==> src/rtl/md_unit_if.sv <==
// Request/response bundle between the EX stage and the iterative multiply/divide unit.
interface md_unit_if;
    logic        start;
    logic [1:0]  op;
    logic [31:0] a;
    logic [31:0] b;
    logic        flush;
    logic        busy;
    logic        done;
    logic [31:0] hi_out;
    logic [31:0] lo_out;
    logic        hi_wena;
    logic        lo_wena;

    modport master (
        output start, op, a, b, flush,
        input  busy, done, hi_out, lo_out, hi_wena, lo_wena
    );
    modport slave (
        input  start, op, a, b, flush,
        output busy, done, hi_out, lo_out, hi_wena, lo_wena
    );
endinterface

==> src/rtl/md_unit.sv <==
// Iterative radix-2 MULT/MULTU/DIV/DIVU unit: operates on magnitudes for 32 steps,
// then applies sign correction in a single FIX cycle that writes HI/LO.
module md_unit #(
    parameter logic [31:0] DIV0_Q = 32'hFFFFFFFF,
    parameter int          ITER   = 32
) (
    input  logic     clk,
    input  logic     rst,
    md_unit_if.slave bus
);
    localparam int CW = $clog2(ITER);

    typedef enum logic [1:0] {IDLE, CALC, FIX} state_t;
    state_t state, state_nx;

    logic          is_div, neg_res, neg_rem, div0;
    logic [31:0]   opa, opb;
    logic [63:0]   acc, acc_step, prod;
    logic [CW-1:0] cnt;
    logic          done_q;
    logic [31:0]   hi_q, lo_q;

    logic          sgn_in, div0_in;
    logic [31:0]   a_abs, b_abs;
    logic [32:0]   mul_sum, div_top, div_diff;
    logic [31:0]   quo, rem;

    always_comb begin
        state_nx = state;
        case (state)
            IDLE:    if (bus.start) state_nx = CALC;
            CALC:    if (cnt == CW'(ITER - 1)) state_nx = FIX;
            FIX:     state_nx = IDLE;
            default: state_nx = IDLE;
        endcase
        if (bus.flush) state_nx = IDLE;
    end

    always_ff @(posedge clk or negedge rst) begin
        if (!rst) state <= IDLE;
        else      state <= state_nx;
    end

    // Signed ops use op[0]==0; divide-by-zero keeps the raw dividend so it can be returned in HI.
    assign sgn_in  = ~bus.op[0];
    assign div0_in = bus.op[1] && (bus.b == 32'd0);
    assign a_abs   = (sgn_in && bus.a[31] && !div0_in) ? (~bus.a + 32'd1) : bus.a;
    assign b_abs   = (sgn_in && bus.b[31]) ? (~bus.b + 32'd1) : bus.b;

    assign mul_sum  = {1'b0, acc[63:32]} + (acc[0] ? {1'b0, opa} : 33'd0);
    assign div_top  = acc[63:31];
    assign div_diff = div_top - {1'b0, opb};
    assign acc_step = !is_div    ? {mul_sum, acc[31:1]} :
                      div_diff[32] ? {acc[62:0], 1'b0} :
                                     {div_diff[31:0], acc[30:0], 1'b1};

    assign prod = neg_res ? (~acc + 64'd1) : acc;
    assign quo  = neg_res ? (~acc[31:0] + 32'd1)  : acc[31:0];
    assign rem  = neg_rem ? (~acc[63:32] + 32'd1) : acc[63:32];

    always_ff @(posedge clk or negedge rst) begin
        if (!rst) begin
            is_div  <= 1'b0;
            neg_res <= 1'b0;
            neg_rem <= 1'b0;
            div0    <= 1'b0;
            opa     <= '0;
            opb     <= '0;
            acc     <= '0;
            cnt     <= '0;
            done_q  <= 1'b0;
            hi_q    <= '0;
            lo_q    <= '0;
        end else begin
            done_q <= (state == FIX) && !bus.flush;
            case (state)
                IDLE: if (bus.start && !bus.flush) begin
                    is_div  <= bus.op[1];
                    neg_res <= sgn_in && !div0_in && (bus.a[31] ^ bus.b[31]);
                    neg_rem <= sgn_in && !div0_in && bus.op[1] && bus.a[31];
                    div0    <= div0_in;
                    opa     <= a_abs;
                    opb     <= b_abs;
                    acc     <= bus.op[1] ? {32'd0, a_abs} : {32'd0, b_abs};
                    cnt     <= '0;
                end
                CALC: begin
                    acc <= acc_step;
                    cnt <= cnt + CW'(1);
                end
                FIX: if (!bus.flush) begin
                    if (div0) begin
                        hi_q <= opa;
                        lo_q <= DIV0_Q;
                    end else if (is_div) begin
                        hi_q <= rem;
                        lo_q <= quo;
                    end else begin
                        hi_q <= prod[63:32];
                        lo_q <= prod[31:0];
                    end
                end
                default: ;
            endcase
        end
    end

    assign bus.busy    = (state != IDLE);
    assign bus.done    = done_q;
    assign bus.hi_wena = done_q;
    assign bus.lo_wena = done_q;
    assign bus.hi_out  = hi_q;
    assign bus.lo_out  = lo_q;
endmodule

==> src/flat_wrapper.sv <==
// flat-port wrapper written by rule: the top's interface ports become plain ports
module md_unit_flat 
#(
    parameter logic [31:0] DIV0_Q = 32'hFFFFFFFF,
    parameter int          ITER   = 32
)
  (clk, rst, bus_start, bus_op, bus_a, bus_b, bus_flush, bus_busy, bus_done, bus_hi_out, bus_lo_out, bus_hi_wena, bus_lo_wena);
  md_unit_if bus_i ();
  input  logic clk;
  input  logic rst;
  input wire logic [$bits(bus_i.start)-1:0] bus_start;
  input wire logic [$bits(bus_i.op)-1:0] bus_op;
  input wire logic [$bits(bus_i.a)-1:0] bus_a;
  input wire logic [$bits(bus_i.b)-1:0] bus_b;
  input wire logic [$bits(bus_i.flush)-1:0] bus_flush;
  output wire logic [$bits(bus_i.busy)-1:0] bus_busy;
  output wire logic [$bits(bus_i.done)-1:0] bus_done;
  output wire logic [$bits(bus_i.hi_out)-1:0] bus_hi_out;
  output wire logic [$bits(bus_i.lo_out)-1:0] bus_lo_out;
  output wire logic [$bits(bus_i.hi_wena)-1:0] bus_hi_wena;
  output wire logic [$bits(bus_i.lo_wena)-1:0] bus_lo_wena;
  assign bus_i.start = bus_start;
  assign bus_i.op = bus_op;
  assign bus_i.a = bus_a;
  assign bus_i.b = bus_b;
  assign bus_i.flush = bus_flush;
  assign bus_busy = bus_i.busy;
  assign bus_done = bus_i.done;
  assign bus_hi_out = bus_i.hi_out;
  assign bus_lo_out = bus_i.lo_out;
  assign bus_hi_wena = bus_i.hi_wena;
  assign bus_lo_wena = bus_i.lo_wena;
  md_unit #(.DIV0_Q(DIV0_Q), .ITER(ITER)) u_core (.clk(clk), .rst(rst), .bus(bus_i));
endmodule
==> config.mk <==
export PLATFORM = sky130hd
export DESIGN_NAME = md_unit_flat
export DESIGN_NICKNAME = d
export VERILOG_FILES = /design/src/rtl/md_unit_if.sv /design/src/rtl/md_unit.sv /design/src/flat_wrapper.sv
export SDC_FILE = /design/constraint.sdc
export NUM_CORES = 1
export LEC_CHECK = 0
export ABC_CLOCK_PERIOD_IN_PS = 5100
export BUFFER_PORTS_ARGS = -buffer_cell sky130_fd_sc_hd__buf_2
export CORE_MARGIN = 2
export CORE_UTILIZATION = 30
export CTS_CLUSTER_DIAMETER = 60
export DETAILED_ROUTE_END_ITERATION = 8
export GPL_TIMING_DRIVEN = 0
export MAX_ROUTING_LAYER = met4
export PLACE_DENSITY = 0.47
export SYNTH_ARGS = -nofsm -noshare
export SYNTH_HDL_FRONTEND = slang
export SYNTH_SLANG_ARGS = --single-unit
==> constraint.sdc <==
create_clock -name clk -period 5.1 [get_ports clk]
set_input_delay 0.51 -clock clk [delete_from_list [all_inputs] [get_ports clk]]
set_output_delay 0.51 -clock clk [all_outputs]
set_load 0.02 [all_outputs]
# After elaboration in Yosys (flattened, before gate mapping)
# Cells that the tools add are included.
# W data, S select, Z words.
[totals]
reg_bits = 204
in_bits = 70
[op_classes]
addsub = 8
n_eq_ne = 6
mux = 21
bitwise_logic = 8
n_reduce_logical = 20
[ops]
columns = ["operator", "count"]
rows = [
  ["$mux W32", 10],
  ["$mux W64", 4],
  ["$add A32 B1 Y32 const B", 4],
  ["$not A32 Y32", 4],
  ["$pmux W64 S2", 1],
  ["$add A64 B1 Y64 const B", 1],
  ["$not A64 Y64", 1],
  ["$add A32 B33 Y33", 1],
  ["$sub A33 B32 Y33", 1],
  ["$logic_not A32 Y1", 1],
  ["$logic_and A1 B1 Y1", 10],
  ["$pmux W5 S2", 1],
  ["$reduce_and A2 Y1", 4],
  ["$mux W2", 3],
  ["$add A5 B1 Y5 const B", 1],
  ["$eq A5 B5 Y1 const B", 1],
  ["$mux W5", 1],
  ["$pmux W2 S2", 1],
  ["$reduce_bool A2 Y1", 2],
  ["$ne A3 B2 Y1 const B", 1],
  ["$ne A3 B3 Y1 const B", 1],
  ["$eq A2 B1 Y1 const B", 1],
  ["$eq A2 B2 Y1 const B", 1],
  ["$logic_not A1 Y1", 2],
  ["4 further kinds", 5],
]

# Depth between registers and ports, before layout
# Gate-level depths: netlist of the first run.
[depth]
ltp_word = 8
ltp_mapped = 16
depth_no_buf = 14

# Worst setup path before layout of the first run
# Ideal clock, no wire load.
[synth_timing]
path_kind = "reg-to-reg"
start = "register u_core.acc[31]"
end = "register u_core.acc[41]"
arrival_ns = 3.713
path_slack_ns = 1.253
path_stages_with_launch = 16
path_buffers = 3
period_less_slack_ns = 3.847
path_cell_list = "dfrtp_1 > clkbuf_1 > inv_1 > ha_1 > fa_1 > nand2b_1 > a21o_1 > a211oi_1 > o31ai_1 > o211ai_1 > a21oi_1 > xnor2_1 > clkbuf_1 > clkbuf_1 > mux2i_1 > o21ai_0"
[synth_via]
elab_chain_cells = 4
[synth_rtl]
columns = ["item", "line_no", "rtl"]
rows = [
  ["start, declared", "md_unit.sv:18", "logic [63:0] acc, acc_step, prod;"],
  ["start signal, assigned", "md_unit.sv:84", "acc <= bus.op[1] ? {32'd0, a_abs} : {32'd0, b_abs};"],
  ["start signal, assigned", "md_unit.sv:88", "acc <= acc_step;"],
  ["$sub A33 B32 Y33", "md_unit.sv:52", "assign div_diff = div_top - {1'b0, opb};"],
  ["$mux W64", "md_unit.sv:54", "div_diff[32] ? {acc[62:0], 1'b0} :"],
  ["$mux W64", "md_unit.sv:53", "assign acc_step = !is_div ? {mul_sum, acc[31:1]} :"],
  ["$pmux W64 S2", "md_unit.sv:76", "case (state)"],
]
# No other way between the ends.
# A chain may end at the register's enable or synchronous reset.

# Worst setup path after layout of the first run
[layout_timing]
start = "register u_core.acc[0]"
end = "register u_core.acc[62]"
[layout_via]
elab_chain_cells = 4
[layout_rtl]
columns = ["item", "line_no", "rtl"]
rows = [
  ["$mux W32", "md_unit.sv:50", "assign mul_sum = {1'b0, acc[63:32]} + (acc[0] ? {1'b0, opa} : 33'd0);"],
  ["$add A32 B33 Y33", "md_unit.sv:50", ""],
  ["$mux W64", "md_unit.sv:53", ""],
  ["$pmux W64 S2", "md_unit.sv:76", ""],
]
# No other way between the ends.

==> key figures, run 1 <==
Layout
  • Reg area: 5110 sq um
  • Layout cells sized above 1: 10.5%
  • Final instance area: 18100 sq um
  • Final #Nets: 2221
  • FILL cells: 5380
  • Final Util: 35.4%
  • Most common cell after layout, fill and taps aside: o21ai_0
  • Commonest non-fill, non-tap cells in the layout: o21ai_0 (238), nand2_1 (220), dfrtp_1 (203)
  • Multi-input gate area in the final layout: 9630 sq um
  • Area Growth Syn to Fin: 17.3%

Placed design
  • Global placer's final weighted congestion: 0.953
  • Detail Placement HPWL: 55400 microns
  • I/O Buffers: 137
  • Area after DPL: 17000 sq um

Clock tree
  • # clock sinks: 204
  • CTS Buf Count: 29
  • Htree depth: 1
  • CTS Buffer Depth: 3
  • Post-CTS setup buffer count: 0
  • TritonCTS clock tree: done
  • Clock tree root buffer cell: clkbuf_16
  • Clk Latency, worst-skew pair: 600 ps
  • Worst-path clk slew: 60 ps

Global routing
  • First-pass GRT wire length: 100000 microns
  • GRT Total Usage: 26.0%
  • Gr ovfl total: 0
  • Vias in the first global route: 14900
  • Initial antenna violation count: 1
  • Pin count of the biggest net entering global routing: 89

Synthesis
  • Asr flop ratio synth: 100%
  • Synth area leaders: dfrtp_1 (33%), o21ai_0 (7.7%), ha_1 (5.7%)
  • Synth top area share: 33.1%
  • Top_reg_cell synth: dfrtp_1
  • Synth warn: 0
  • Register area share after synthesis: 33.1%
  • Synth unique cells: 70
  • Dominant cell type by area after synthesis: dfrtp_1
  • Yosys reg bits: 204
  • Syn_nets: 2051
  • Mapped Cells: 1909
  • Synthesized area: 15400 sq um
  • Synth Area per Inst: 8.09 sq um
  • Post-synth EDFFs: 0

STA
  • Final Hold Fails: 0
  • Minimum clock period: 4910 ps
  • RSZ-0062 raised after global routing: no
  • Slew @ Worst Pin: 1150 ps
  • Final slew viol count: 0
  • Ratio of final minimum period to clock period: 96.3%
  • Final setup fails: 0
  • Fmax: 0.204 GHz
  • Hold WS: 122 ps
  • Clk_skew: 30.4 ps
  • Slew headroom: 22.1%

Job
  • Max-cap violations: 0

Setup path
  • Critical path's most frequent cell: clkbuf_1
  • Required time of the critical path: 5610 ps
  • Worst-path fanout max: 10
  • Slowest CP cell: clkbuf_1
  • Endpoint class of the critical path: flop
  • Worst path arrival time: 5420 ps
  • CP cell instances: clkbuf_1, clkbuf_1, nand2_1, inv_1, ha_1, a21o_1, a21oi_1, o21ai_0, a41o_1, o311a_1, o221ai_1, nor4_1, o31a_1, nor3_1, a2bb2oi_1
  • CP Launch Type: flop
  • Delay of the slowest critical-path stage: 600 ps
  • Setup CP Type: flop to flop

Route
  • Detail Route Antenna Nets: 0
  • Post-Route WL: 68600 microns
  • Number of detailed-route iterations in the first pass: 5
  • Drt drc: 0
  • Via count: 15500
  • Wire per inst: 24.6 microns
  • Via-to-Cell Ratio: 5.56
  • Iteration-0 DRC Markers: 1272

Power and ir drop
  • Pwr dens: 559 nW/um^2
  • Peak VDD IR: 0.260 mV
  • Static Leakage: 7.97 nW

Die
  • Initial Util: 30.2%
  • DIE WIDTH: 231 microns
  • DIE AREA: 53300 sq um
  • Row count: 83
  • Chip height: 231 microns
  • Core area: 51100 sq um
  • I/O pin total: 138

Status
  • Status: completed

Hold path
  • Hold Path Class: input pin to flop
==> metal layers <==
layer	global-route usage, %	vias to the layer above	routed length, microns
met5	-	-	0
met4	7.78	0	1990
met3	2.67	74	4380
met2	39.5	592	30500
met1	36.5	7610	31800
li1	-	7199	-
==> cell type report <==
type	instances	area share, %
Timing Repair Buffer	140	4.20
Antenna cell	2	0.0276
Tap cell	680	4.70
Sequential cell	204	28.2
Multi-Input combinational cell	1519	53.2
Clock buffer	36	4.43
Clock inverter	18	1.34
Inverter	66	1.37
Buffer	119	2.58
==> registers in the layout (all words and copies together), names as in the netlist <==
signal / cells
u_core.state: 2
u_core.is_div: 1
u_core.bus.lo_out: 32
u_core.neg_res: 1
u_core.opb: 32
u_core.opa: 32
u_core.bus.hi_out: 32
u_core.div0: 1
u_core.neg_rem: 1
u_core.bus.done: 1
u_core.acc: 64
u_core.cnt: 5
==> what timing repair did <==
action	CTS	global route
endpoints found under the setup margin	22	25
hold buffers	1	0
endpoints found under the hold margin	54	0
gates resized for setup	4	3
==> cell usage after synthesis (all sizes together) (38+ instances only) <==
master and instances:
and2 38, clkbuf 108, ha 70, xor2 87
o21ai 240, nand2 220, inv 66, nor3 42
xnor2 84, a21oi 144, mux2i 65, nor2 143
dfrtp 204
==> where the power goes <==
| part | leakage [nW] | switching, mW | internal [mW] |
|---|---|---|---|
| Clock | 0.511 | 0.884 | 1.34 |
| Combinational | 4.84 | 3.28 | 1.99 |
| Sequential | 2.62 | 0.675 | 1.97 |
| Total | 7.97 | 4.84 | 5.29 |
==> stage by stage <==
| step | setup slack (ps) | total power [mW] | instances | TNS [ps] |
|---|---|---|---|---|
| detailed placement | -585 | 7.80 | 2728 | -8480 |
| global placement | -571 | 7.78 | 2726 | -72370 |
| global route | 2.13 | 10.8 | 2782 | 0 |
| finish | 188 | 10.1 | 2784 | 0 |
| CTS | 8.88 | 10.1 | 2783 | 0 |
| floorplan | 1250 | 5.98 | 1909 | 0 |
==> cells by family after synthesis <==
logic type / count (synthesis) / synth area share, %
simple gates: 599 / 18.5
mux: 67 / 4.36
xor+xnor: 171 / 9.70
compound gates: 610 / 23.8
buf+inv: 186 / 4.62
flops: 204 / 33.1
fa+ha+maj: 72 / 5.93
==> worst paths after layout <==
kind | start | to | slack, ps | depth (start not counted)
worst min-delay path | bus_flush | u_core.state[1]$_DFFE_PN0P_ | 120 | 2
worst max register to register | u_core.acc[0]$_DFFE_PN0P_ | u_core.acc[62]$_DFFE_PN0P_ | 190 | 15
min in group asynchronous | rst | u_core.acc[49]$_DFFE_PN0P_ | 410 | 2
worst max-delay path | u_core.acc[0]$_DFFE_PN0P_ | u_core.acc[62]$_DFFE_PN0P_ | 190 | 15
worst min register to register | u_core.bus.hi_out[24]$_DFFE_PN0P_ | u_core.bus.hi_out[24]$_DFFE_PN0P_ | 470 | 2
max in group asynchronous | rst | u_core.acc[19]$_DFFE_PN0P_ | 3500 | 4
==> worst max-delay path: cells and delay by family (launching register included) <==
kind,cells,cell delay (ps)
AND/OR/NAND/NOR,3,710
buffers and inverters,3,1140
AO/OA/AOI/OAI,8,2410
flip-flops,1,340
adder cells (fa/ha/maj),1,220
Note: power is estimated with default switching activity, not from simulation.
==> run 2: changes to the inputs <==
--- a/config.mk
+++ b/config.mk
@@ -5,7 +5,7 @@
 export SDC_FILE = /design/constraint.sdc
 export NUM_CORES = 1
 export LEC_CHECK = 0
-export ABC_CLOCK_PERIOD_IN_PS = 5100
+export ABC_CLOCK_PERIOD_IN_PS = 5700
 export BUFFER_PORTS_ARGS = -buffer_cell sky130_fd_sc_hd__buf_2
 export CORE_MARGIN = 2
 export CORE_UTILIZATION = 30
@@ -14,6 +14,7 @@
 export GPL_TIMING_DRIVEN = 0
 export MAX_ROUTING_LAYER = met4
 export PLACE_DENSITY = 0.47
+export SKIP_CTS_REPAIR_TIMING = 1
 export SYNTH_ARGS = -nofsm -noshare
 export SYNTH_HDL_FRONTEND = slang
 export SYNTH_SLANG_ARGS = --single-unit
==> constraint.sdc (replaced) <==
create_clock -name clk -period 5.7 [get_ports clk]
set_input_delay 0.57 -clock clk [delete_from_list [all_inputs] [get_ports clk]]
set_output_delay 0.57 -clock clk [all_outputs]
set_load 0.02 [all_outputs]
==> key figures, run 2 (synthesis gave the netlist of run 1 again) <==
Clock tree
  • CTS Buf Count: 29 (unchanged)
  • TritonCTS clock tree: done
  • Clk Latency, worst-skew pair: 610 ps (about the same)
  • # clock sinks: 204 (unchanged)
  • Worst-path clk slew: 60 ps (about the same)
  • Clock tree root buffer cell: clkbuf_16
  • CTS Buffer Depth: 3 (unchanged)
  • Htree depth: 1 (unchanged)

Layout
  • Ant diodes: 0 (-2)
  • Most common cell after layout, fill and taps aside: o21ai_0
  • Commonest non-fill, non-tap cells in the layout: o21ai_0 (238), nand2_1 (220), dfrtp_1 (204)
  • Final #Nets: 2222 (+0.045%)
  • Final instance area: 18100 sq um (about the same)
  • Reg with most FFs: u_core.acc
  • Area Growth Syn to Fin: 17.3% (about the same)
  • Max FFs per register: 64 (unchanged)
  • Final Non-Filler Cells: 2783 (-0.036%)
  • Layout cells sized above 1: 10.4% (-0.15 points)

STA
  • Clk_skew: 35.1 ps (+4.69 ps)
  • Slew headroom: 22.2% (+0.044 points)
  • Final Hold Fails: 0 (unchanged)
  • Setup ws final: 409 ps (+221 ps)
  • Setup TNS: 0 ps (unchanged)
  • Ratio of final minimum period to clock period: 92.8% (-3.5 points)
  • Slew @ Worst Pin: 1150 ps (-0.654 ps)
  • Minimum clock period: 5290 ps (+379 ps)
  • Final setup fails: 0 (unchanged)
  • Fmax: 0.189 GHz (-7.2%)
  • RSZ-0062 raised after global routing: no
  • Final slew viol count: 0 (unchanged)

Setup path
  • Required time of the critical path: 6170 ps (+560 ps)
  • Delay of the slowest critical-path stage: 530 ps (-70 ps)
  • Slowest CP cell: clkbuf_1
  • CP cell instances: clkbuf_1, inv_1, ha_1, fa_1, nand2b_1, a21o_1, a211oi_1, o31ai_1, o211ai_1, a21oi_1, xnor2_2, clkbuf_1, clkbuf_2, mux2i_1, o21ai_0
  • Endpoint class of the critical path: flop
  • Critical path's top delay family: buffers and inverters
  • Worst-path fanout max: 10 (unchanged)
  • CP Launch Type: flop
  • Critical path's most frequent cell: clkbuf_1
  • Buffers and inverters on the worst path: 4 (+1)
  • Setup CP Type: flop to flop
  • Worst path arrival time: 5760 ps (+340 ps)

Route
  • Via-to-Cell Ratio: 5.54 (-0.25%)
  • Post-Route WL: 68500 microns (-0.10%)
  • Drt drc: 0 (unchanged)
  • Via count: 15400 (-0.28%)
  • Detail Route Antenna Nets: 0 (unchanged)
  • Number of detailed-route iterations in the first pass: 5 (unchanged)
  • Wire per inst: 24.6 microns (about the same)
  • Iteration-0 DRC Markers: 1296 (+1.9%)

Die
  • DIE WIDTH: 231 microns (unchanged)
  • I/O pin total: 138 (unchanged)
  • Initial Util: 30.2% (unchanged)
  • Core area: 51100 sq um (unchanged)
  • Row count: 83 (unchanged)
  • DIE AREA: 53300 sq um (unchanged)
  • Chip height: 231 microns (unchanged)

Global routing
  • First-pass GRT wire length: 100000 microns (unchanged)
  • Vias in the first global route: 14900 (unchanged)
  • Gr ovfl total: 0 (unchanged)
  • GRT Total Usage: 26.0% (unchanged)
  • Initial antenna violation count: 1 (unchanged)
  • Pin count of the biggest net entering global routing: 89 (unchanged)

Status
  • Status: completed

Power and ir drop
  • Pwr dens: 500 nW/um^2 (-11%)
  • Peak VDD IR: 0.233 mV (-10%)
  • Static Leakage: 7.97 nW (about the same)

Placed design
  • I/O Buffers: 137 (unchanged)
  • Global placer's final weighted congestion: 0.953 (unchanged)
  • Detail Placement HPWL: 55400 microns (unchanged)
  • Worst slack at placement: 15.0 ps (+600 ps)
  • Post-Place Cells: 2728 (unchanged)
  • Area after DPL: 17000 sq um (unchanged)

Hold path
  • Hold Path Class: input pin to flop

Job
  • Max-cap violations: 0 (unchanged)
run 2: stage by stage:
step	hold slack (ps)	util (%)	power, mW
after floorplan	274	-	5.35
after global placement	459	33.2	6.96
after detailed placement	469	33.4	6.98
after CTS	-101	35.4	8.99
after global routing	194	35.4	9.63
final	178	35.4	9.05
run 2: final timing paths:
path,cells past startpoint,to,slack (ps),start
max,15,u_core.acc[0]$_DFFE_PN0P_,410,u_core.acc[31]$_DFFE_PN0P_
min,2,u_core.state[1]$_DFFE_PN0P_,180,bus_flush
max reg2reg,15,u_core.acc[0]$_DFFE_PN0P_,410,u_core.acc[31]$_DFFE_PN0P_
min reg2reg,2,u_core.bus.hi_out[24]$_DFFE_PN0P_,470,u_core.bus.hi_out[24]$_DFFE_PN0P_
max in group asynchronous,4,u_core.acc[19]$_DFFE_PN0P_,4050,rst
min in group asynchronous,2,u_core.acc[49]$_DFFE_PN0P_,470,rst
run 2: power breakdown:
part           leakage, nW  internal [mW]  switching (mW)
Combinational         4.84           1.78            2.93
Sequential            2.62           1.76           0.589
Clock                0.511           1.20           0.791
run 2: metal layers:
metal | routed length [microns] | vias up | GRT usage (%)
li1 | - | 7196 | -
met1 | 31600 | 7568 | 36.5
met2 | 30500 | 588 | 39.5
met3 | 4360 | 79 | 2.67
met4 | 1970 | 0 | 7.78
met5 | 0 | - | -
run 2: final cells by class:
type / count / area [sq um]
clock buffers: 36 / 802
inverters: 66 / 248
flip-flops and latches: 204 / 5100
plain buffers: 120 / 468
fillers: 5376 / 33000
repair buffers: 140 / 761
multi-input cells: 1519 / 9630
well taps: 680 / 851
clock inverters: 18 / 243
